--- src/rtl/cfg_regfile.sv ---
`default_nettype none
// ============================================================================
//  Module   : cfg_regfile
//  Purpose  : Configuration register bank behind the AXI-Lite config slave.
//             It holds the ID, CTRL, STATUS (W1C), LOAD, COUNT and SCRATCH
//             registers. A down-counter timer raises a level interrupt when
//             it expires.
//  Ports    : s_axi_aclk    - clock
//             s_axi_aresetn - async active-low reset (internally synchronised
//                             on deassertion)
//             m_addr        - byte address (write addr when m_wstrb=1)
//             m_wdata       - write data, valid while m_wstrb=1
//             m_wstrb       - single-cycle write enable
//             m_rdata       - combinational read data for m_addr
//             irq           - registered level interrupt
//             ctrl_o        - CTRL[2:0] to fabric
//  Revision : 1.0 - initial release
// ============================================================================
module cfg_regfile #(
  parameter int          ADDR_WIDTH = 32,
  parameter int          DATA_WIDTH = 32,
  parameter logic [31:0] ID_VALUE   = 32'h07C0_0001
) (
  input  logic                  s_axi_aclk,
  input  logic                  s_axi_aresetn,
  input  logic [ADDR_WIDTH-1:0] m_addr,
  input  logic [DATA_WIDTH-1:0] m_wdata,
  input  logic                  m_wstrb,
  output logic [DATA_WIDTH-1:0] m_rdata,
  output logic                  irq,
  output logic [2:0]            ctrl_o
);

  localparam logic [5:0] WORD_ID      = 6'h00;
  localparam logic [5:0] WORD_CTRL    = 6'h01;
  localparam logic [5:0] WORD_STATUS  = 6'h02;
  localparam logic [5:0] WORD_LOAD    = 6'h03;
  localparam logic [5:0] WORD_COUNT   = 6'h04;
  localparam logic [5:0] WORD_SCRATCH = 6'h05;

  localparam logic [DATA_WIDTH-1:0] ONE = {{(DATA_WIDTH-1){1'b0}}, 1'b1};

  // Reset synchroniser: assertion is immediate, release is aligned to the
  // clock so no register sees a deassertion close to an edge.
  logic rst_meta;
  logic rst_n;

  always_ff @(posedge s_axi_aclk or negedge s_axi_aresetn) begin
    if (!s_axi_aresetn) begin
      rst_meta <= 1'b0;
      rst_n    <= 1'b0;
    end else begin
      rst_meta <= 1'b1;
      rst_n    <= rst_meta;
    end
  end

  // State
  logic [2:0]            ctrl_reg;     // [0] tmr_en, [1] irq_en, [2] auto_reload
  logic [1:0]            status_reg;   // [0] expired, [1] overrun
  logic [DATA_WIDTH-1:0] load_reg;
  logic [DATA_WIDTH-1:0] count_reg;
  logic [DATA_WIDTH-1:0] scratch_reg;
  logic                  irq_reg;

  // Address decode
  logic       addr_ok;
  logic [5:0] word;

  assign addr_ok = (m_addr[ADDR_WIDTH-1:8] == '0) && (m_addr[1:0] == 2'b00);
  assign word    = m_addr[7:2];

  logic wr_ctrl;
  logic wr_status;
  logic wr_load;
  logic wr_scratch;
  logic soft_rst;

  assign wr_ctrl    = m_wstrb && addr_ok && (word == WORD_CTRL);
  assign wr_status  = m_wstrb && addr_ok && (word == WORD_STATUS);
  assign wr_load    = m_wstrb && addr_ok && (word == WORD_LOAD);
  assign wr_scratch = m_wstrb && addr_ok && (word == WORD_SCRATCH);
  assign soft_rst   = wr_ctrl && m_wdata[31];

  // Timer expiry: enabled while already at zero.
  logic expire;
  assign expire = ctrl_reg[0] && (count_reg == '0);

  logic [2:0]            ctrl_nxt;
  logic [1:0]            status_nxt;
  logic [DATA_WIDTH-1:0] count_nxt;

  always_comb begin
    ctrl_nxt   = ctrl_reg;
    status_nxt = status_reg;
    count_nxt  = count_reg;

    // Timer
    if (ctrl_reg[0]) begin
      if (count_reg != '0) begin
        count_nxt = count_reg - ONE;
      end else begin
        count_nxt   = ctrl_reg[2] ? load_reg : '0;
        ctrl_nxt[0] = ctrl_reg[2];
      end
    end

    // W1C is applied first so that a simultaneous expiry set wins.
    if (wr_status) begin
      status_nxt = status_reg & ~m_wdata[1:0];
    end
    if (expire) begin
      status_nxt[0] = 1'b1;
      if (status_reg[0]) begin
        status_nxt[1] = 1'b1;
      end
    end

    // Software writes override the timer's own updates.
    if (wr_ctrl) begin
      ctrl_nxt = soft_rst ? 3'b000 : m_wdata[2:0];
    end
    if (soft_rst) begin
      status_nxt = 2'b00;
      count_nxt  = '0;
    end
    if (wr_load) begin
      count_nxt = m_wdata;
    end
  end

  always_ff @(posedge s_axi_aclk or negedge rst_n) begin
    if (!rst_n) begin
      ctrl_reg    <= 3'b000;
      status_reg  <= 2'b00;
      load_reg    <= '0;
      count_reg   <= '0;
      scratch_reg <= '0;
      irq_reg     <= 1'b0;
    end else begin
      ctrl_reg   <= ctrl_nxt;
      status_reg <= status_nxt;
      count_reg  <= count_nxt;
      // Follows the current register values, so irq lags expired by a cycle
      // and drops one cycle after a clear or soft reset.
      irq_reg    <= ctrl_reg[1] && status_reg[0];
      if (wr_load) begin
        load_reg <= m_wdata;
      end
      if (wr_scratch) begin
        scratch_reg <= m_wdata;
      end
    end
  end

  // Zero-latency read mux; reads have no side effects.
  always_comb begin
    m_rdata = '0;
    if (addr_ok) begin
      case (word)
        WORD_ID:      m_rdata = ID_VALUE[DATA_WIDTH-1:0];
        WORD_CTRL:    m_rdata = {{(DATA_WIDTH-3){1'b0}}, ctrl_reg};
        WORD_STATUS:  m_rdata = {{(DATA_WIDTH-2){1'b0}}, status_reg};
        WORD_LOAD:    m_rdata = load_reg;
        WORD_COUNT:   m_rdata = count_reg;
        WORD_SCRATCH: m_rdata = scratch_reg;
        default:      m_rdata = '0;
      endcase
    end
  end

  assign irq    = irq_reg;
  assign ctrl_o = ctrl_reg;

endmodule
`default_nettype wire

--- config.mk ---
export PLATFORM = sky130hd
export DESIGN_NAME = cfg_regfile
export DESIGN_NICKNAME = d
export VERILOG_FILES = /design/src/rtl/cfg_regfile.sv
export SDC_FILE = /design/constraint.sdc
export NUM_CORES = 1
export LEC_CHECK = 0
export CAP_MARGIN = 25
export CORE_UTILIZATION = 50
export CTS_CLUSTER_DIAMETER = 30
export DETAILED_ROUTE_END_ITERATION = 12
export PLACE_DENSITY = 0.76
export SYNTH_ARGS = -nofsm -noshare
export SYNTH_HDL_FRONTEND = slang
export SYNTH_SLANG_ARGS = --single-unit
--- constraint.sdc ---
create_clock -name s_axi_aclk -period 5.7 [get_ports s_axi_aclk]
set_clock_uncertainty 0.2 [all_clocks]
set_input_delay 0.855 -clock s_axi_aclk [delete_from_list [all_inputs] [get_ports s_axi_aclk]]
set_output_delay 0.855 -clock s_axi_aclk [all_outputs]
set_load 0.005 [all_outputs]
==> flow_metrics.env <==
export IMPL_status="completed"
export IMPL_routedWlPerCell_um=18.28
export IMPL_hold_slack_ns=0.07644
export IMPL_synth_edf_count=0
export IMPL_port_buffers=102
export IMPL_ys_ff_latch=104
export IMPL_fp_dieH_um=112.4
export IMPL_drive_gt1_share_pct=9.963
export IMPL_antenna_found_initial=0
export IMPL_rsz0062_at_grt="no"
export IMPL_reg2reg_setup_slack_ns=2.08
export IMPL_required_ns=4.64
export IMPL_synthCells=723
export IMPL_num_io_pins=103
export IMPL_cts_sinks=104
export IMPL_p_per_area_nw_per_um2=194.0
export IMPL_synth_avg_cell_area_um2=8.433
export IMPL_nets=867
export IMPL_hold_class="register to async pin"
export IMPL_cts_hold_buf=0
export IMPL_tightest_slew_ns=0.8926
export IMPL_synth_ff_type="dfrtp_1"
export IMPL_start_kind="input pin"
export IMPL_setup_viol=0
export IMPL_routed_via_density=6.202
export IMPL_slew_violations=0
export IMPL_critPathMaxFanout=6
export IMPL_hold_viol_final=0
export IMPL_ctsRootBufferMaster="clkbuf_16"
export IMPL_seq_area_frac_synth_pct=42.68
export IMPL_clk_pin_slew_ns=0.07
export IMPL_fin_crit_ns=4.472
export IMPL_drtIter0Drc=369
export IMPL_dieArea_um2=12640
export IMPL_placed_cell_area_um2=7192
export IMPL_layout_common_cells="160 x nand2_1, 103 x dfrtp_1, 101 x clkdlybuf4s50_1"
export IMPL_crit_path_end_kind="output pin"
export IMPL_yosys_warnings=0
export IMPL_setup_tns_ns=0
export IMPL_floorplan_initialDensity_pct=52.28
export IMPL_ant_nets=0
export IMPL_post_synth_num_cell_types=58
export IMPL_r2r_start="count_reg[4]"
export IMPL_grt_start_max_net_pins=70
export IMPL_critPathKind="input pin to output pin"
export IMPL_layout_commonest_cell="nand2_1"
export IMPL_pre_cts_ws_ns=1.256
export IMPL_leakagePower_nw=3.262
export IMPL_critPathArrivalTime_ns=3.42
export IMPL_grt_pass1_wl_mm=28.90
export IMPL_num_rows=39
export IMPL_hpwl_mm=11.47
export IMPL_cts_tree="yes"
export IMPL_r2r_end="count_reg[10]"
export IMPL_cts_resized=0
export IMPL_async_reset_ff_share_pct=100.0
export IMPL_gp_congestion=0.8887
export IMPL_relSlewSlack_pct=40.00
export IMPL_worst_r2r_path_depth=7
export IMPL_netlist_area_um2=6097
export IMPL_fin_util_pct=64.24
export IMPL_max_vdd_ir_drop_v=0.0002324
export IMPL_post_cts_buffers=0
export IMPL_antenna_cells=0
export IMPL_routed_wirelength_mm=17.30
export IMPL_dr_pass1_iters=5
export IMPL_maxCapViolations=0
export IMPL_clkLatencyLatePin_ns=0.35
export IMPL_grt_pass1_vias=5859
export IMPL_htree_levels=3
export IMPL_syn_to_final_growth_pct=22.88
export IMPL_dr_total_vias=5867
export IMPL_min_period_over_period_pct=78.46
export IMPL_core_area_um2=11660
export IMPL_synth_nets=792
export IMPL_cts_made_buffers=9
export IMPL_overflow=0
export IMPL_die_x_um=112.4
export IMPL_drc=0
export IMPL_clk_path_buf_depth=2
export IMPL_setup_ws_ns=1.228
export IMPL_grt_use_total_pct=28.74
export IMPL_fmaxAchievable_mhz=223.6
export IMPL_final_area_um2=7492
## synth_stat cells, drive strengths merged (10+ instances only)
cell    number  area share [%]
a31oi       14             1.4
dfrtp      104              43
o21ai       43             3.5
nand3       25             2.1
a21oi       33             2.7
a22oi       13             1.6
mux2        37             6.8
or3         10             1.0
nor3        10            0.99
a22o        28             4.0
nand2      160             9.9
nand4       11             1.2
nor2        71             4.4
clkbuf      44             2.7
nor4        25             2.9
## per-layer routing
layer  up-vias  part of all wire (%)  global-route usage [%]
met1      2863                    44                   37.73
li1       2754                     -                       -
met2       220                    48                   47.91
met3        30                   6.3                   6.048
met4         0                   1.9                   8.800
met5         -                     0                       0
## worst max-delay path by stage
stage / slack, ns / cells past startpoint / endpoint / start
6_report: 1.23 / 7 / m_rdata[31] / m_addr[5]
5_1_grt: 1.06 / 9 / m_rdata[21] / m_addr[5]
4_1_cts: 1.23 / 9 / m_rdata[21] / m_addr[5]
3_5_place_dp: 1.26 / 7 / m_rdata[31] / m_addr[5]
3_3_place_gp: 1.27 / 9 / m_rdata[1] / m_addr[5]
2_1_floorplan: 2.13 / 7 / m_rdata[1] / m_addr[5]
## area by class of cell
cell class / count / area [µm²]
Inverter: 4 / 15.01
Clock buffer: 13 / 260.3
Clock inverter: 3 / 40.04
Multi-Input combinational cell: 562 / 3263
Timing Repair Buffer: 117 / 1129
Tap cell: 143 / 178.9
Sequential cell: 104 / 2606
Fill cell: 993 / 4170
## critical path, stage by stage
cell and delay, ns:
clkdlybuf4s50_1 0.43, or3_1 0.42, nor3b_2 0.21, nor2b_1 0.64
a22oi_1 0.21, nor2_1 0.13, clkdlybuf4s50_1 0.52
## stage by stage
stage / power, mW / std cells
2_1_floorplan: 0.7784 / 723
3_3_place_gp: 0.8378 / 930
3_5_place_dp: 0.8392 / 930
4_1_cts: 1.467 / 946
5_1_grt: 1.495 / 946
6_report: 1.453 / 946
## cell families after synthesis
family	after synthesis	synth area share, %
AOI/OAI and AO/OA	162	17.59
xor gates and xnor gates	8	1.149
adders and majority gates	2	0.4104
buffers and inverters	57	3.981
DFF	104	42.68
muxes	37	6.834
other	1	0.06150
and+or+nand+nor	352	27.29
## report_power, final
group	total [mW]	internal, mW	leakage (nW)	switching [mW]
Clock	0.629	0.363	0.150	0.265
Sequential	0.743	0.739	1.43	0.00479
Combinational	0.0813	0.0444	1.68	0.0369
Total	1.45	1.15	3.26	0.307
No activity file was read; power rests on OpenSTA's default activity.
